<file path="src/rtl/sv32_ptw_pkg.sv">
// sv32_ptw_pkg: shared Sv32 walker types, widths and constants
package sv32_ptw_pkg;
  localparam int VPN_W = 20;
  localparam int PPN_W = 22;
  localparam int ASID_W = 9;
  localparam int PA_W = 34;
  localparam int PTE_ADDR_BYTES = 4;
  localparam int PTE_OFS_W = $clog2(PTE_ADDR_BYTES);
  typedef enum logic [2:0] {IDLE, L1_REQ, L1_WAIT, L0_REQ, L0_WAIT, RESP} ptw_state_t;
  typedef struct packed {
    logic [11:0] ppn1;
    logic [9:0] ppn0;
    logic [1:0] rsw;
    logic d, a, g, u, x, w, r, v;
  } pte_t;
endpackage

</file>
<file path="src/rtl/sv32_pte_check.sv">
// sv32_pte_check: classifies one returned PTE at the current walk level
// level=1 first level, level=0 second; ppn0/a/x/w/r/v are pte_t fields
// leaf: usable translation, next: descend one level, page_fault: reject
module sv32_pte_check #(parameter bit CHECK_A_BIT = 1'b1) (
  input logic level,
  input logic [9:0] ppn0,
  input logic a,
  input logic x,
  input logic w,
  input logic r,
  input logic v,
  output logic leaf,
  output logic next,
  output logic page_fault
);
  logic bad, is_leaf;
  always_comb begin
    bad = !v || (!r && w);
    is_leaf = r || x;
    // a first-level leaf must be 4MB aligned; a second-level pointer has nowhere to go
    page_fault = bad || (is_leaf ? (level && ppn0 != '0) || (CHECK_A_BIT && !a) : !level);
    leaf = !page_fault && is_leaf;
    next = !page_fault && !is_leaf;
  end
endmodule

</file>
<file path="src/rtl/sv32_ptw.sv">
// sv32_ptw: Sv32 page-table walker serving ITLB misses, one walk at a time
// req_*: miss request (VPN, ASID) sampled with satp_PPN when req_ready
// mem_*: single outstanding PTE read, word-aligned 34-bit PA
// resp_*: leaf PTE or fault, held until resp_ready
module sv32_ptw
  import sv32_ptw_pkg::*;
#(parameter bit CHECK_A_BIT = 1'b1) (
  input logic CLK,
  input logic RST,
  input logic [PPN_W-1:0] satp_PPN,
  input logic req_valid,
  output logic req_ready,
  input logic [VPN_W-1:0] req_VPN,
  input logic [ASID_W-1:0] req_ASID,
  output logic mem_req_valid,
  input logic mem_req_ready,
  output logic [PA_W-1:0] mem_req_PA,
  input logic mem_resp_valid,
  input logic mem_resp_error,
  input logic [31:0] mem_resp_PTE,
  output logic resp_valid,
  input logic resp_ready,
  output logic [VPN_W-1:0] resp_VPN,
  output logic [ASID_W-1:0] resp_ASID,
  output logic [31:0] resp_PTE,
  output logic resp_superpage,
  output logic resp_page_fault,
  output logic resp_access_fault
);
  ptw_state_t state;
  pte_t pte;
  logic level, leaf, next, pf, ok;
  assign pte = mem_resp_PTE;
  assign level = state == L1_WAIT;
  assign ok = !mem_resp_error;
  sv32_pte_check #(.CHECK_A_BIT(CHECK_A_BIT)) u_check (
    .level(level),
    .ppn0(pte.ppn0),
    .a(pte.a),
    .x(pte.x),
    .w(pte.w),
    .r(pte.r),
    .v(pte.v),
    .leaf(leaf),
    .next(next),
    .page_fault(pf)
  );
  // resp_VPN/resp_ASID double as the latched request; satp only lives on in mem_req_PA
  always_ff @(posedge CLK or posedge RST)
    if (RST) begin
      state <= IDLE;
      req_ready <= 1'b1;
      mem_req_valid <= 1'b0;
      mem_req_PA <= '0;
      resp_valid <= 1'b0;
      resp_VPN <= '0;
      resp_ASID <= '0;
      resp_PTE <= '0;
      resp_superpage <= 1'b0;
      resp_page_fault <= 1'b0;
      resp_access_fault <= 1'b0;
    end else
      case (state)
        IDLE: if (req_valid) begin
          state <= L1_REQ;
          req_ready <= 1'b0;
          resp_VPN <= req_VPN;
          resp_ASID <= req_ASID;
          mem_req_valid <= 1'b1;
          mem_req_PA <= {satp_PPN, req_VPN[19:10], {PTE_OFS_W{1'b0}}};
        end
        L1_REQ, L0_REQ: if (mem_req_ready) begin
          mem_req_valid <= 1'b0;
          state <= state == L1_REQ ? L1_WAIT : L0_WAIT;
        end
        L1_WAIT, L0_WAIT: if (mem_resp_valid) begin
          if (ok && next) begin
            state <= L0_REQ;
            mem_req_valid <= 1'b1;
            mem_req_PA <= {pte.ppn1, pte.ppn0, resp_VPN[9:0], {PTE_OFS_W{1'b0}}};
          end else begin
            state <= RESP;
            resp_valid <= 1'b1;
            resp_access_fault <= mem_resp_error;
            resp_page_fault <= ok && pf;
            resp_PTE <= ok && leaf ? pte : '0;
            resp_superpage <= ok && leaf && level;
          end
        end
        RESP: if (resp_ready) begin
          state <= IDLE;
          req_ready <= 1'b1;
          resp_valid <= 1'b0;
          resp_PTE <= '0;
          resp_superpage <= 1'b0;
          resp_page_fault <= 1'b0;
          resp_access_fault <= 1'b0;
        end
        default: state <= IDLE;
      endcase
endmodule
</file>
<file path="config.mk">
export PLATFORM = sky130hd
export DESIGN_NAME = sv32_ptw
export DESIGN_NICKNAME = d
export VERILOG_FILES = /design/src/rtl/sv32_ptw_pkg.sv /design/src/rtl/sv32_pte_check.sv /design/src/rtl/sv32_ptw.sv
export SDC_FILE = /design/constraint.sdc
export NUM_CORES = 1
export LEC_CHECK = 0
export CAP_MARGIN = 30
export CORE_UTILIZATION = 47
export DETAILED_ROUTE_END_ITERATION = 8
export PLACE_DENSITY = 0.85
export SYNTH_ARGS = -nofsm -noshare
export SYNTH_HDL_FRONTEND = slang
export SYNTH_HIERARCHICAL = 1
export SYNTH_SLANG_ARGS = --single-unit
export TNS_END_PERCENT = 10
</file>
<file path="constraint.sdc">
create_clock -name CLK -period 9.5 [get_ports CLK]
set_input_delay 1.9 -clock CLK [delete_from_list [all_inputs] [get_ports CLK]]
set_output_delay 1.9 -clock CLK [all_outputs]
set_load 0.05 [all_outputs]
</file>
After elaboration in Yosys (flattened, before gate mapping):

Index checks and enable logic that the tools add are counted.

* add/sub/neg operators: 0
* $mul: 0
* div/mod/pow operators: 0
* magnitude comparators: 0
* equal/unequal tests: 11
* shifts and indexed selects: 0
* muxes and demuxes: 38
* bitwise logic cells: 0
* reductions and logical operators: 33

Operators with widths (count)
* two-way mux 32 bit: 4
* two-way mux 34 bit: 3
* one-hot mux 34 bit (2 select lines): 1
* one-hot mux 32 bit (2 select lines): 1
* two-way mux 3 bit: 6
* two-way mux 1 bit: 16
* != test 2 bit, second input constant: 6
* one-hot mux 3 bit (4 select lines): 1
* AND reduction 4 bit: 3
* one-hot mux 1 bit (2 select lines): 5
* nonzero test 10 bit: 1
* logical AND 1 bit: 8
* zero test 1 bit: 7
* equality test 3 x 2 -> 1 bit, second input constant: 2
* equality test 3 bit, second input constant: 2
* nonzero test 2 bit: 3
* AND reduction 5 bit: 1
* logical OR 1 bit: 4
* OR reduction 2 bit: 2
* equality test 3 x 1 -> 1 bit, second input constant: 1
* zero test 3 bit: 1
* one-hot mux 1 bit (3 select lines): 1
* AND reduction 3 bit: 1
* nonzero test 3 bit: 1
* AND reduction 2 bit: 1

* register bits after elaboration: 104
* bits in latches: 0
* memory bits (writable): 0
* memory bits (read-only): 0
* input bits: 90
* output and inout bits: 101
* logic and storage cells: 93
* memories: 0

Longest topological paths before layout:

Gate-level depths: netlist of run 1.

* depth in word-level cells: 12
* depth in mapped cells: 11
* mapped depth without buffers: 8

Modules after synthesis:

The synthesis of run 1 kept the hierarchy.

Modules (own cells, without submodules)
* sv32_ptw: instances 1, cells an instance 457, area each 4647.0 um^2, sequential area each 2553.7 um^2
* sv32_pte_check: instances 1, cells an instance 11, area each 92.6 um^2, sequential area each 0.0 um^2

Least setup slack after synthesis of run 1:

Ideal clock, no wire load.

* path kind: input -> register
* start: input port mem_resp_PTE[17]
* end: register resp_PTE[0]
* setup time: 0.079 ns
* arrival: 3.695 ns
* required time: 9.421 ns
* path slack: 5.725 ns
* stages: 8
* buffers on the path: 2
* cell sequence: or4_4 o41ai_2 o2111a_1 and3b_1 clkbuf_1 clkbuf_1 nand2_1 mux2i_1

* cells in the longest elaborated chain, start to end: 12
* elaborated cells on any way between the ends: 16
* classes of those cells: eq/ne (1); mux (5); reduce/logical (10)

Ends and longest elaborated chain
* from (decl): RTL line sv32_ptw.sv:20 `input logic [31:0] mem_resp_PTE,`
* nonzero test 10 bit: RTL line sv32_pte_check.sv:21 `page_fault = bad || (is_leaf ? (level && ppn0 != '0) || (CHECK_A_BIT && !a) : !level);`
* logical AND 1 bit: RTL line sv32_pte_check.sv:21
* logical OR 1 bit: RTL line sv32_pte_check.sv:21
* two-way mux 1 bit: RTL line sv32_pte_check.sv:21
* logical OR 1 bit: RTL line sv32_pte_check.sv:21
* zero test 1 bit: RTL line sv32_pte_check.sv:22 `leaf = !page_fault && is_leaf;`
* logical AND 1 bit: RTL line sv32_pte_check.sv:22
* net leaf: RTL line sv32_ptw.sv:32 `logic level, leaf, next, pf, ok;`
* logical AND 1 bit: RTL line sv32_ptw.sv:86 `resp_PTE <= ok && leaf ? pte : '0;`
* two-way mux 32 bit: RTL line sv32_ptw.sv:86
* two-way mux 32 bit: RTL line sv32_ptw.sv:77 `if (ok && next) begin`
* two-way mux 32 bit: RTL line sv32_ptw.sv:76 `L1_WAIT, L0_WAIT: if (mem_resp_valid) begin`
* one-hot mux 32 bit (2 select lines): RTL line sv32_ptw.sv:63 `case (state)`
* to (signal assigned): RTL line sv32_ptw.sv:86
* to (decl): RTL line sv32_ptw.sv:25 `output logic [31:0] resp_PTE,`

The timed path passes the listed nets, and every way through them passes these cells. The select of a mux whose other input is x is not followed.
A chain may end at the register's enable or synchronous reset.

Worst setup path in the final report of run 1:

* start: input port mem_resp_PTE[1]
* end: register resp_valid

* cells in the longest elaborated chain, start to end: 9
* elaborated cells on any way between the ends: 12
* classes of those cells: eq/ne (1); mux (1); reduce/logical (10)

Ends and longest elaborated chain
* zero test 1 bit: RTL line sv32_pte_check.sv:18 `bad = !v || (!r && w);`
* logical AND 1 bit: RTL line sv32_pte_check.sv:18
* logical OR 1 bit: RTL line sv32_pte_check.sv:18
* logical OR 1 bit: RTL line sv32_pte_check.sv:21
* zero test 1 bit: RTL line sv32_pte_check.sv:23 `next = !page_fault && !is_leaf;`
* logical AND 1 bit *: RTL line sv32_pte_check.sv:23
* net next: RTL line sv32_ptw.sv:32
* logical AND 1 bit *: RTL line sv32_ptw.sv:77
* != test 2 bit (no line) *
* AND reduction 4 bit (no line) *
* to (signal assigned): RTL line sv32_ptw.sv:55 `resp_valid <= 1'b0;`
* to (signal assigned): RTL line sv32_ptw.sv:83 `resp_valid <= 1'b1;`
* to (signal assigned): RTL line sv32_ptw.sv:93 `resp_valid <= 1'b0;`
* to (decl): RTL line sv32_ptw.sv:21 `output logic resp_valid,`

Mark *: on every way through the listed nets, which the timed path passes. The rest lies on a longest branch.

==> flow_metrics.py, run 1 <==
metrics = {
    "synthesis": {
        "synth_compound_area_share_pct": 7.97,
        "ys_seq_area_share_pct": 53.9,
        "ys_types": 40,
        "synthArstFlopShare_pct": 100,
        "synth_fa_ha_area_share_pct": 0,
        "synthMuxAreaShare_pct": 14.4,
        "synth_flop_cell": "dfrtp_1",
        "netlist_instances": 468,
        "syn_avg_cell_area_um2": 10.1,
        "synth_edf_count": 0,
        "syn_area_um2": 4740,
        "synth-xor-area-share_pct": 0.370,
        "yosys_warnings": 6,
        "ys_seq_elements": 102,
        "synth_top_family_by_area": "simple AND/OR/NAND/NOR gates",
        "yosys.area_share.simple_pct": 15.7,
    },
    "die": {
        "io_pins": 191,
        "die_height_um": 102,
        "rows": 36,
        "initial_core_util_pct": 48.5,
        "dieArea_um2": 10500,
        "core_area_um2": 9770,
        "fp.dieW_um": 102,
    },
    "clock_network": {
        "cts_buffers": 9,
        "clock_latency_ns": 0.36,
        "tritoncts": "done",
        "clock-sinks": 102,
        "cts_max_level": 3,
        "clock_path_buffers": 2,
        "post-cts-setup-buffer-count": 0,
        "ctsResizeCount": 0,
        "postCtsHoldBufs": 0,
        "cts-root-buf": "clkbuf_8",
        "path_clk_slew_ns": 0.10,
    },
    "worst_setup_path": {
        "cp-end-kind": "register",
        "cp-start-kind": "input port",
        "cp_slowest_cell": "buf_4",
        "worstPathRequired_ns": 9.76,
        "cpMostUsedCell": "nor3b_1",
        "path_max_fanout": 37,
        "crit_arrival_ns": 4.70,
        "cpPeakStageDelay_ns": 0.53,
        "worstPathCellList": "clkdlybuf4s50_1 > or3b_1 > nor3b_1 > nor3b_1 > nor3_1 > o21ai_4 > buf_4 > mux2_2",
        "critPathKind": "in2reg",
    },
    "detailed_routing": {
        "drc": 0,
        "via_count": 3897,
        "wl_per_cell_um": 15.4,
        "drtIter0Drc": 72,
        "routed_wirelength_mm": 12.1,
        "first_pass_iters": 4,
        "vias_per_cell": 4.97,
        "ant_nets": 0,
    },
    "final_layout": {
        "area_growth_pct": 45.9,
        "nets": 736,
        "nFillCells": 715,
        "stdcell_count": 784,
        "diodes": 0,
        "seqCellArea_um2": 2550,
        "multi_input_area_um2": 1860,
        "drive_gt1_share_pct": 8.14,
    },
    "global_routing": {
        "antenna_found_initial": 0,
        "grt_start_max_net_pins": 60,
        "grt-ovfl-total": 0,
        "grt_pass1_vias": 3890,
        "grt_use_total_pct": 23.6,
        "grt_pass1_wl_mm": 18.9,
    },
    "sta": {
        "skew_ns": 0.0130,
        "tightest_slew_ns": 1.02,
        "maxSlewViolCount": 0,
        "max_freq_mhz": 225,
        "grt_setup_unrepaired": "false",
        "hold_viol_final": 0,
        "finalSetupViolCount": 0,
        "relSlewSlack_pct": 31.7,
        "period_needed_ns": 4.44,
        "period_share_pct": 46.7,
        "setup_tns_ns": 0,
    },
    "power_and_ir_drop": {
        "peakVddDrop_mv": 0.226,
        "cellLeakagePower_nw": 3.06,
        "pwr_density_cell_nw_per_um2": 364,
    },
    "placement": {
        "place.gp.congestion": 0.790,
        "place_inst": 768,
        "hpwl_mm": 8.91,
        "io_buffers": 188,
    },
    "run": {
        "maxCapViolations": 0,
    },
    "outcome": {
        "status": "finished, final reports clean",
    },
    "hold_path": {
        "hold_class": "reg2reg",
    },
}
## per-stage QoR
step | worst slack (ns) | hold WS (ns) | power (W) | util (%) | cell area, um2
final | 5.06 | 0.487 | 0.00252 | 70.8 | 6920
after global routing | 4.86 | 0.515 | 0.00265 | 70.8 | 6920
after CTS | 5.11 | 0.493 | 0.00254 | 70.8 | 6920
after detailed placement | 4.71 | 0.461 | 0.00223 | 68.5 | 6690
after global placement | 4.64 | 0.460 | 0.00219 | 68.0 | 6650
after floorplan | 4.93 | 0.589 | 0.00176 | - | 4740
## layout by cell type, fill, tap and decap left out, types with 4 or more instances in the layout
cell               n
inv_1             36
clkbuf_8          10
a21oi_2           18
nor2_1            37
dfrtp_1          101
clkdlybuf4s50_1  188
mux2i_1           65
o21ai_0            4
nand2_1          122
buf_4              6
a21oi_1           14
## critical path, delay by kind of cell
kind,cells,cell delay [ns]
compound gates,1,0.16
buf+inv,2,1.00
simple gates,4,1.22
mux,1,0.41
## layout make-up
type | count | share of cell area (%)
sequential | 102 | 36.9
timing repair buffer | 196 | 28.5
multi-input combinational | 300 | 26.9
tap | 133 | 2.41
clock buffer | 11 | 2.04
inverter | 37 | 2.04
clock inverter | 5 | 1.19
## flip-flops by register name, indices dropped and copies added (netlist names)
name / flops
mem_req_PA: 32
resp_PTE: 32
resp_VPN: 20
resp_ASID: 9
state: 3
mem_req_valid: 1
req_ready: 1
resp_access_fault: 1
resp_page_fault: 1
resp_superpage: 1
resp_valid: 1
## where the power goes
group          switching (W)  internal [W]  total, W
combinational       0.000982      0.000517   0.00150
sequential          0.000111      0.000607  0.000718
clock               0.000147      0.000156  0.000303
## path summary, 6_finish.rpt
| path | from | end | slack [ns] | depth (start not counted) |
|---|---|---|---|---|
| min | resp_ASID[2] | resp_ASID[2] | 0.49 | 2 |
| max in group asynchronous | RST | mem_req_PA[19] | 6.37 | 3 |
| max | mem_resp_PTE[1] | resp_valid | 5.06 | 8 |
| max reg2reg | state[1] | resp_valid | 6.03 | 9 |
| min reg2reg | resp_ASID[2] | resp_ASID[2] | 0.49 | 2 |
| min in group asynchronous | RST | resp_ASID[4] | 1.95 | 2 |
## Yosys cell counts (all sizes together) (3+ instances only)
| library cell | number | area [um2] |
|---|---|---|
| a21oi | 32 | 228 |
| buf | 22 | 189 |
| clkbuf | 8 | 30.0 |
| dfrtp | 101 | 2530 |
| inv | 37 | 139 |
| mux2 | 3 | 33.8 |
| mux2i | 65 | 651 |
| nand2 | 122 | 458 |
| nand2b | 3 | 18.8 |
| nor2 | 38 | 145 |
| nor3 | 3 | 15.0 |
| o21ai | 5 | 28.8 |
## layer usage
metal	vias to the layer above	GRT usage [%]	routed length, um
met2	160	38.9	5910
li1	1866	-	-
met5	-	0	0
met3	24	6.98	983
met4	0	9.89	233
met1	1847	29.0	4930
## logic make-up (layout without fill, tap and decap cells)
kind of cell / after synthesis / in the layout
and+or+nand+nor: 179 / 179
other: 1 / 2
xor gates and xnor gates: 2 / 2
AOI/OAI and AO/OA: 49 / 49
buffers and inverters: 67 / 249
DFF: 102 / 102
muxes: 68 / 68
Note: power is estimated with default switching activity, not from simulation.
==> inputs of run 2 (changes only) <==
--- a/config.mk
+++ b/config.mk
@@ -6,9 +6,9 @@
 export NUM_CORES = 1
 export LEC_CHECK = 0
 export CAP_MARGIN = 30
-export CORE_UTILIZATION = 47
+export CORE_UTILIZATION = 44
 export DETAILED_ROUTE_END_ITERATION = 8
-export PLACE_DENSITY = 0.85
+export PLACE_DENSITY = 0.8
 export SYNTH_ARGS = -nofsm -noshare
 export SYNTH_HDL_FRONTEND = slang
 export SYNTH_HIERARCHICAL = 1
==> constraint.sdc (replaced) <==
create_clock -name CLK -period 4.39 [get_ports CLK]
set_input_delay 0.878 -clock CLK [delete_from_list [all_inputs] [get_ports CLK]]
set_output_delay 0.878 -clock CLK [all_outputs]
set_load 0.05 [all_outputs]
==> flow_metrics.py, run 2 (synthesized netlist as in run 1, its figures left out) <==
metrics = {
    "clock_network": {
        "cts_buffers": 9,
        "ctsResizeCount": 0,
        "clock-sinks": 102,
        "path_clk_slew_ns": 0.10,
        "tritoncts": "done",
        "post-cts-setup-buffer-count": 0,
        "clock_path_buffers": 2,
        "cts-root-buf": "clkbuf_8",
        "postCtsHoldBufs": 0,
        "cts_max_level": 3,
        "clock_latency_ns": 0.36,
    },
    "hold_path": {
        "min_path_cells": 2,
        "worstHoldStart": "resp_ASID[6]",
        "hold_class": "reg2reg",
        "min_to": "resp_ASID[6]",
    },
    "power_and_ir_drop": {
        "pwr_density_cell_nw_per_um2": 786,
        "p_sw_share_pct": 49.4,
        "seq_power_share_pct": 28.7,
        "cellLeakagePower_nw": 3.07,
        "peakVddDrop_mv": 0.474,
        "pwr-share-comb_pct": 59.3,
        "finalPower_w": 0.00545,
        "internal-power_w": 0.00276,
        "clkPwrFrac_pct": 12.0,
        "power.switching_w": 0.00270,
    },
    "global_routing": {
        "antenna_found_initial": 0,
        "grt_pass1_wl_mm": 19.5,
        "grt_start_max_net_pins": 73,
        "grt-ovfl-total": 0,
        "grt_use_total_pct": 22.3,
        "grt_pass1_vias": 3915,
    },
    "final_layout": {
        "final_cell_mix": "188 x clkdlybuf4s50_1, 122 x nand2_1, 101 x dfrtp_1",
        "nets": 739,
        "postLayoutCellArea_um2": 6930,
        "final_common_cell": "clkdlybuf4s50_1",
        "diodes": 0,
        "nFillCells": 826,
        "area_growth_pct": 46.3,
        "final_util_pct": 66.8,
        "drive_gt1_share_pct": 8.56,
        "reg.largest.list": "mem_req_PA: 32 flops, resp_PTE: 32 flops, resp_VPN: 20 flops",
    },
    "worst_setup_path": {
        "timing.rr.end": "resp_PTE[17]",
        "cp-end-kind": "register",
        "worstPathRequired_ns": 4.66,
        "crit_arrival_ns": 3.55,
        "worstRegToRegCells": 9,
        "cp-start-kind": "register",
        "r2r_slack_ns": 1.11,
        "r2r-start": "state[2]",
        "critPathKind": "reg2reg",
        "path_max_fanout": 20,
    },
    "sta": {
        "max_freq_mhz": 305,
        "finalSetupViolCount": 0,
        "relSlewSlack_pct": 40.1,
        "maxSlewViolCount": 0,
        "setup_tns_ns": 0,
        "hold_viol_final": 0,
        "holdWs_ns": 0.484,
        "tightest_slew_ns": 0.896,
        "period_needed_ns": 3.28,
        "period_share_pct": 74.7,
        "grt_setup_unrepaired": "false",
        "skew_ns": 0.0140,
    },
    "die": {
        "fp.dieW_um": 106,
        "dieArea_um2": 11200,
        "io_pins": 191,
        "initial_core_util_pct": 45.7,
        "die_height_um": 106,
        "rows": 37,
        "core_area_um2": 10400,
    },
    "detailed_routing": {
        "drt-met1-wl_mm": 5.03,
        "wl_per_cell_um": 15.4,
        "vias_per_cell": 4.94,
        "ant_nets": 0,
        "drc": 0,
        "first_pass_iters": 4,
        "via_count": 3902,
        "top_layer": "met4",
        "routed_wirelength_mm": 12.2,
        "wl_met2_mm": 6.10,
        "drtIter0Drc": 111,
        "met3WireLength_um": 874,
    },
    "placement": {
        "dpl_cell_area_um2": 6710,
        "place.gp.congestion": 0.808,
        "io_buffers": 188,
        "hpwl_mm": 9.16,
    },
    "outcome": {
        "status": "finished, final reports clean",
    },
    "run": {
        "maxCapViolations": 0,
    },
}
run 2: metal layers:
metal  track usage, %  vias up
met3             6.43       13
met4             6.15        0
met1             27.4     1881
li1                 -     1866
met5                0        -
met2             38.3      142
run 2: how the worst max path moves through the flow:
stage                    startpoint        endpoint  slack [ns]  cells after the start
floorplan                       RST  mem_req_PA[10]        0.84                      1
global placement    mem_resp_PTE[1]    resp_PTE[26]        0.92                      8
detailed placement  mem_resp_PTE[1]    resp_PTE[17]        0.81                      8
CTS                        state[1]    resp_PTE[17]        1.12                      9
global route               state[1]    resp_PTE[17]        0.88                      9
finish                     state[2]    resp_PTE[17]        1.11                      9
run 2: stage by stage:
step,std cells,worst slack [ns]
after floorplan,469,0.838
after global placement,773,0.916
after detailed placement,774,0.807
after CTS,790,1.12
after global routing,790,0.884
final,790,1.11
run 2: final cells by class:
class                   count  area [um2]  share of cell area (%)
clock buffers              10         128                    1.84
multi-input cells         300        1860                    26.9
flip-flops and latches    102        2550                    36.8
clock inverters             6        92.6                    1.34
repair buffers            199        1980                    28.6
inverters                  37         141                    2.04
well taps                 136         170                    2.45
run 2: critical path: stages (launching register included):
cell	delay, ns
dfrtp_1	0.50
nand2b_1	0.28
nor2_1	0.26
or3b_1	0.40
nor3b_1	0.38
nor3b_1	0.35
nor3_1	0.13
o21ai_4	0.26
buf_4	0.39
mux2i_1	0.24
run 2: power groups by stage:
| stage | clock [W] | combinational (W) | sequential (W) |
|---|---|---|---|
| finish | 0.000655 | 0.00323 | 0.00156 |
| global route | 0.000717 | 0.00340 | 0.00161 |
| CTS | 0.000676 | 0.00326 | 0.00156 |
| detailed placement | 0 | 0.00325 | 0.00158 |
| global placement | 0 | 0.00320 | 0.00156 |
| floorplan | 0 | 0.00102 | 0.00278 |
